[config.mk]
export PLATFORM = sky130hd
export DESIGN_NAME = sound_event_player
export DESIGN_NICKNAME = d
export VERILOG_FILES = /design/src/rtl/sound_event_player.sv
export SDC_FILE = /design/constraint.sdc
export NUM_CORES = 1
export LEC_CHECK = 0
export CORE_MARGIN = 2
export CORE_UTILIZATION = 40
export DETAILED_ROUTE_END_ITERATION = 6
export GPL_TIMING_DRIVEN = 1
export SLEW_MARGIN = 20
export SYNTH_ARGS = -nofsm -noshare
export SYNTH_HDL_FRONTEND = slang
export SYNTH_SLANG_ARGS = --single-unit
[constraint.sdc]
create_clock -name clk50mhz -period 3 [get_ports clk50mhz]
set_clock_uncertainty 0.2 [all_clocks]
set_input_delay 0.45 -clock clk50mhz [delete_from_list [all_inputs] [get_ports clk50mhz]]
set_output_delay 0.45 -clock clk50mhz [all_outputs]
set_load 0.01 [all_outputs]
[src/rtl/sound_event_player.sv]
// Plays one fixed-length sine tone per paddle/brick event on clk50mhz.
// Events come from the clk_ball domain and are resynchronised here.
module sound_event_player #(
    parameter int NOTE1_LIMIT    = 2986,
    parameter int NOTE2_LIMIT    = 2660,
    parameter int DURATION_TICKS = 5000000
) (
    input  logic       clk50mhz,
    input  logic       reset_button,
    input  logic       play_sound1,
    input  logic       play_sound2,
    output logic [3:0] tono,
    output logic       busy,
    output logic [1:0] note_id
);

    localparam int MAXL = (NOTE1_LIMIT > NOTE2_LIMIT) ? NOTE1_LIMIT : NOTE2_LIMIT;
    localparam int SW   = $clog2(2 * MAXL);
    localparam int DW   = $clog2(DURATION_TICKS);

    localparam logic [SW-1:0] TC1      = SW'(2 * NOTE1_LIMIT - 1);
    localparam logic [SW-1:0] TC2      = SW'(2 * NOTE2_LIMIT - 1);
    localparam logic [DW-1:0] DUR_LOAD = DW'(DURATION_TICKS - 1);

    localparam logic [0:0] S_IDLE = 1'b0;
    localparam logic [0:0] S_PLAY = 1'b1;

    logic [1:0]    s1_q, s2_q;
    logic          p1_q, p2_q;
    logic [0:0]    state_q, state_d;
    logic [1:0]    note_q, note_d;
    logic [SW-1:0] step_q, step_d;
    logic [4:0]    addr_q, addr_d;
    logic [DW-1:0] dur_q, dur_d;
    logic [3:0]    tono_q, tono_d;

    logic          ev1, ev2, any_ev;
    logic [1:0]    new_note;
    logic [SW-1:0] tc;

    function automatic logic [3:0] sine(input logic [4:0] a);
        logic [3:0] v;
        case (a)
            5'd0:  v = 4'd8;   5'd1:  v = 4'd9;
            5'd2:  v = 4'd10;  5'd3:  v = 4'd12;
            5'd4:  v = 4'd13;  5'd5:  v = 4'd14;
            5'd6:  v = 4'd14;  5'd7:  v = 4'd15;
            5'd8:  v = 4'd15;  5'd9:  v = 4'd15;
            5'd10: v = 4'd14;  5'd11: v = 4'd14;
            5'd12: v = 4'd13;  5'd13: v = 4'd12;
            5'd14: v = 4'd10;  5'd15: v = 4'd9;
            5'd16: v = 4'd8;   5'd17: v = 4'd6;
            5'd18: v = 4'd5;   5'd19: v = 4'd3;
            5'd20: v = 4'd2;   5'd21: v = 4'd1;
            5'd22: v = 4'd1;   5'd23: v = 4'd0;
            5'd24: v = 4'd0;   5'd25: v = 4'd0;
            5'd26: v = 4'd1;   5'd27: v = 4'd1;
            5'd28: v = 4'd2;   5'd29: v = 4'd3;
            5'd30: v = 4'd5;   5'd31: v = 4'd6;
            default: v = 4'd8;
        endcase
        return v;
    endfunction

    // Rising-edge detect after the synchroniser; note 2 wins a tie.
    assign ev1      = s1_q[1] & ~p1_q;
    assign ev2      = s2_q[1] & ~p2_q;
    assign any_ev   = ev1 | ev2;
    assign new_note = ev2 ? 2'd2 : 2'd1;
    assign tc       = (note_q == 2'd2) ? TC2 : TC1;

    always_comb begin
        state_d = state_q;
        note_d  = note_q;
        step_d  = step_q;
        addr_d  = addr_q;
        dur_d   = dur_q;
        case (state_q)
            S_IDLE: begin
                if (any_ev) begin
                    state_d = S_PLAY;
                    note_d  = new_note;
                    dur_d   = DUR_LOAD;
                    step_d  = '0;
                    addr_d  = '0;
                end
            end
            default: begin
                if (any_ev) begin
                    // Retrigger keeps the address so the waveform stays continuous.
                    note_d = new_note;
                    dur_d  = DUR_LOAD;
                    step_d = '0;
                end else if (dur_q == '0) begin
                    state_d = S_IDLE;
                    note_d  = 2'd0;
                    step_d  = '0;
                    addr_d  = '0;
                end else begin
                    dur_d = dur_q - DW'(1);
                    if (step_q == tc) begin
                        step_d = '0;
                        addr_d = addr_q + 5'd1;
                    end else begin
                        step_d = step_q + SW'(1);
                    end
                end
            end
        endcase
        tono_d = (state_q == S_PLAY) ? sine(addr_q) : 4'd8;
    end

    always_ff @(posedge clk50mhz) begin
        if (reset_button) begin
            s1_q    <= '0;
            s2_q    <= '0;
            p1_q    <= 1'b0;
            p2_q    <= 1'b0;
            state_q <= S_IDLE;
            note_q  <= 2'd0;
            step_q  <= '0;
            addr_q  <= '0;
            dur_q   <= '0;
            tono_q  <= 4'd8;
        end else begin
            s1_q    <= {s1_q[0], play_sound1};
            s2_q    <= {s2_q[0], play_sound2};
            p1_q    <= s1_q[1];
            p2_q    <= s2_q[1];
            state_q <= state_d;
            note_q  <= note_d;
            step_q  <= step_d;
            addr_q  <= addr_d;
            dur_q   <= dur_d;
            tono_q  <= tono_d;
        end
    end

    assign tono    = tono_q;
    assign busy    = (state_q == S_PLAY);
    assign note_id = note_q;

endmodule

# Yosys cells after proc, flatten, opt, wreduce, memory -nomap -nowiden
# Memory sizes are Yosys's and may differ from the RTL's. A register that Yosys moved wholly into a read port is not among the register bits.
# Index checks and enable logic that the tools add are counted.
# Widths: inputs -> output; s select.
[op_classes]
reduce_logical = 8
mux = 24
addsub = 3
eq_ne = 4
bitwise = 6
[op_table]
columns = ["cell", "n"]
rows = [
  ["$mux 23", 4],
  ["$mux 13", 5],
  ["$mux 5", 5],
  ["$logic_not 23->1", 1],
  ["$sub 23x1->23 const B", 1],
  ["$add 13x1->13 const B", 1],
  ["$eq 13x13->1", 1],
  ["$mux 10", 1],
  ["$mux 2", 5],
  ["$add 5x1->5 const B", 1],
  ["$mux 1", 4],
  ["$ne 2x2->1 const B", 2],
  ["$reduce_and 2->1", 2],
  ["$reduce_bool 2->1", 2],
  ["$not 1->1", 3],
  ["$reduce_and 3->1", 1],
  ["$reduce_bool 3->1", 1],
  ["$and 1x1->1", 2],
  ["$eq 2x2->1 const B", 1],
  ["$reduce_or 2->1", 1],
  ["$or 1x1->1", 1],
]
[totals]
romBits = 128
reg_bits = 50
word_cells = 55
inputBits = 4
memories = 1
out_inout_bits = 7
[memory_table]
columns = ["memory", "depth", "word_bits", "read_ports", "rd_ports_with_merged_regs", "wr", "line", "source"]
rows = [
  ["(name not given)", 32, 4, 1, 1, 0, "43", "case (a)"],
]

# Logic depth before layout (Yosys ltp)
[depth]
depth_word = 7
ltp_mapped = 9
ltp_nobuf = 7

# Worst setup path after synthesis
# Ideal clock, no wire load.
[synth_timing]
kind = "reg2reg"
from = "register dur_q[0]"
to = "register step_q[10]"
t_required_ps = 2678
stages_incl_launch_ff = 10
n_path_buf = 2
setup_time_ps = 122
arrival_ps = 2283
slack_ps = 395
synth_period_minus_slack_ps = 2605
path_cell_list = "dfxtp_1 inv_1 ha_1 or4b_2 or4_1 buf_2 o211ai_2 buf_4 nor3_1 a221o_1"
[synth_via]
elab_chain_cells = 4
[synth_rtl]
columns = ["item", "line", "source"]
rows = [
  ["start, declared", "34", "logic [DW-1:0] dur_q, dur_d;"],
  ["start signal, assigned", "134", "dur_q <= dur_d;"],
  ["$logic_not 23->1", "94", "end else if (dur_q == '0) begin"],
  ["$mux 13", "94", ""],
  ["$mux 13", "89", "if (any_ev) begin"],
  ["$mux 13", "78", "case (state_q)"],
  ["end signal, assigned", "132", "step_q <= step_d;"],
  ["end, declared", "32", "logic [SW-1:0] step_q, step_d;"],
]
# No other way between the ends.
# A chain may end at the register's enable or synchronous reset.

# Worst setup path after layout
[layout_timing]
from = "register dur_q[0]"
to = "register step_q[8]"
# Same word-level chain as after synthesis.

==> flow_metrics.env <==
export IMPL_crit_type="flop to flop"
export IMPL_syn_num_nets=333
export IMPL_finalInstanceArea_sq_mm=0.00308
export IMPL_die_area_sq_mm=0.00760
export IMPL_rsz0062_at_grt="no"
export IMPL_timing_fmax_mhz=364
export IMPL_num_fill_cells=664
export IMPL_dieWidth_microns=87.2
export IMPL_post_place_ws_ns=0.166
export IMPL_finalSetupViolCount=0
export IMPL_postSynthAreaPerCell_sq_um=8.62
export IMPL_n_antenna_cell=0
export IMPL_routedWlPerCell_microns=14.8
export IMPL_hold_buffers=0
export IMPL_hold_viol=0
export IMPL_wl_microns=6090
export IMPL_p_sw_mw=0.445
export IMPL_final_util_pct=45.6
export IMPL_seqPwrFrac_pct=52.1
export IMPL_synth_edff_count=0
export IMPL_worst_slack_ns=0.255
export IMPL_firstDrtPassIters=4
export IMPL_port_buffers=10
export IMPL_grt_pass1_wl_microns=10400
export IMPL_drc=0
export IMPL_slew_headroom_pct=58.7
export IMPL_cts_made_buffers=5
export IMPL_antenna_found_initial=0
export IMPL_start_util_pct=41.0
export IMPL_clk_transition_reported_paths_ns=0.10
export IMPL_synth_yosys_warnings=0
export IMPL_finalSetupTns_ns=0
export IMPL_worstMarginPinSlew_ns=0.618
export IMPL_vias=2377
export IMPL_netlist_instances=321
export IMPL_drive_gt1_share_pct=9.61
export IMPL_ys_top_cells_by_area="dfxtp_1, nor2_1, ha_1"
export IMPL_design_core_area_sq_mm=0.00676
export IMPL_yosys_register_bits=54
export IMPL_tritoncts="yes"
export IMPL_p_clk_share_pct=29.3
export IMPL_worstRegToRegCells=7
export IMPL_hold_depth=1
export IMPL_nets=344
export IMPL_crit_path_end_kind="flop"
export IMPL_ant_nets=0
export IMPL_seq_area_frac_synth_pct=39.1
export IMPL_grt_max_degree=24
export IMPL_synthFlopType="dfxtp_1"
export IMPL_place_inst=405
export IMPL_die_y_microns=87.2
export IMPL_holdWs_ns=0.241
export IMPL_grt_use_total_pct=16.8
export IMPL_clk_latency_ns=0.31
export IMPL_async_reset_ff_share_pct=0
export IMPL_grt_overflow=0
export IMPL_internal_power_mw=1.04
export IMPL_synth_area_leader_cell="dfxtp_1"
export IMPL_vias_per_cell=5.76
export IMPL_ios=11
export IMPL_run_status="finished clean"
export IMPL_yosys_cell_types_count=58
export IMPL_period_minus_slack_ns=2.75
export IMPL_hpwl_microns=4280
export IMPL_clockBufferDepth=2
export IMPL_hold_class="flop to flop"
export IMPL_critical_path_max_fanout=9
export IMPL_netlist_area_sq_mm=0.00277
export IMPL_num_rows=30
export IMPL_worstPathArrival_ns=2.75
export IMPL_power_total_mw=1.49
export IMPL_ir_drop_v=0.000257
export IMPL_grt_pass1_vias=2143
export IMPL_fin_crit_sh_pct=91.5
export IMPL_area_delta_synth_final_pct=11.3
export IMPL_power_switching_share_pct=29.9
export IMPL_place_congestion=0.825
export IMPL_placed_area_sq_mm=0.00298
export IMPL_root_buffer="clkbuf_8"
export IMPL_max_cap_violations=0
export IMPL_slew_violations=0
export IMPL_fin_cells=413
export IMPL_synth_top_area_share_pct=39.1
export IMPL_cts_htree_levels=2
export IMPL_combPwrFrac_pct=18.6
export IMPL_drt_iter0_markers=93
export IMPL_p_leak_nw=1.08
export IMPL_required_ns=3.00
export IMPL_cellPowerDensity_mw_per_mm2=483
export IMPL_critPathLaunchType="flop"
export IMPL_cts_sinks=54
==> logic make-up after synthesis <==
family                   share of synthesized area, %
adder cells (fa/ha/maj)                          3.62
buffers and inverters                            4.02
flip-flops                                       39.1
AO/OA/AOI/OAI                                    20.9
multiplexers                                    0.769
AND/OR/NAND/NOR                                  26.5
XOR/XNOR                                         5.06
==> synth_stat cells, drive strengths merged (4+ instances only) <==
cell type / instances
o21ai: 15
nor3: 14
ha: 8
a211oi: 7
xnor2: 10
or4: 9
nor4: 5
a31oi: 4
buf: 4
xor2: 6
dfxtp: 54
a2111oi: 4
a21oi: 19
nor2b: 9
a22o: 4
nand3: 11
nor3b: 4
a221o: 8
nand2: 23
nor2: 28
clkbuf: 12
or3: 7
inv: 12
==> critical path, stage by stage (launching register included) <==
cell	delay (ns)
dfxtp_1	0.32
inv_1	0.11
ha_1	0.19
or4b_2	0.59
or4_4	0.50
o211ai_2	0.20
nor2_1	0.17
a221o_1	0.35
==> state kept, by name, summed over array words and instances (netlist names) <==
name     flops
p1_q         1
p2_q         1
tono         4
dur_q       23
busy         1
step_q      13
note_id      2
s1_q         2
s2_q         2
addr_q       5
==> per-layer routing <==
layer  vias up  global-route usage [%]  share of wire [%]
met5         -                       0                  0
met4         0                    4.34                1.1
met2        31                    26.9                 46
met3         7                    2.94                2.6
li1       1211                       -                  -
met1      1128                    23.4                 51
==> placed cells by master, fill, tap and decap left out, types with 6 or more instances in the layout <==
cell type	n
xnor2_1	10
a21oi_1	19
nand3_1	11
nor2_1	28
or4_1	8
a221o_1	8
ha_1	8
nor2b_1	9
clkdlybuf4s50_1	10
xor2_1	6
or3_1	7
inv_1	12
buf_4	10
a211oi_1	7
nand2_1	23
o21ai_0	13
dfxtp_1	54
nor3_1	14
clkbuf_8	6
==> path summary, 6_finish.rpt <==
check | from | to | slack [ns]
setup reg to reg | dur_q[0]$_SDFFE_PP0P_ | step_q[8]$_SDFFE_PP0P_ | 0.25
setup / recovery | dur_q[0]$_SDFFE_PP0P_ | step_q[8]$_SDFFE_PP0P_ | 0.25
hold / removal | s2_q[0]$_SDFF_PP0_ | s2_q[1]$_SDFF_PP0_ | 0.24
hold reg to reg | s2_q[0]$_SDFF_PP0_ | s2_q[1]$_SDFF_PP0_ | 0.24
==> power by group through the flow <==
| stage | Clock, mW | Combinational [mW] | Sequential (mW) |
|---|---|---|---|
| 6_report | 0.436 | 0.277 | 0.776 |
| 5_1_grt | 0.480 | 0.307 | 0.782 |
| 4_1_cts | 0.457 | 0.273 | 0.776 |
| 3_5_place_dp | 0 | 0.271 | 0.792 |
| 3_3_place_gp | 0 | 0.271 | 0.791 |
| 2_1_floorplan | 0 | 0.197 | 0.787 |
==> area by class of cell <==
type	count	area, sq um	share of cell area, %
Multi-Input combinational cell	239	1580	51.3
Timing Repair Buffer	20	175	5.69
Tap cell	80	100	3.25
Inverter	12	45.0	1.46
Clock buffer	6	82.6	2.68
Clock inverter	2	16.3	0.528
Sequential cell	54	1080	35.1
==> repair_timing <==
| item | CTS | global route |
|---|---|---|
| resized for setup | 0 | 1 |
| setup endpoints to repair | 0 | 11 |
| buffers inserted | 0 | 0 |
No activity file was read; power rests on OpenSTA's default activity.
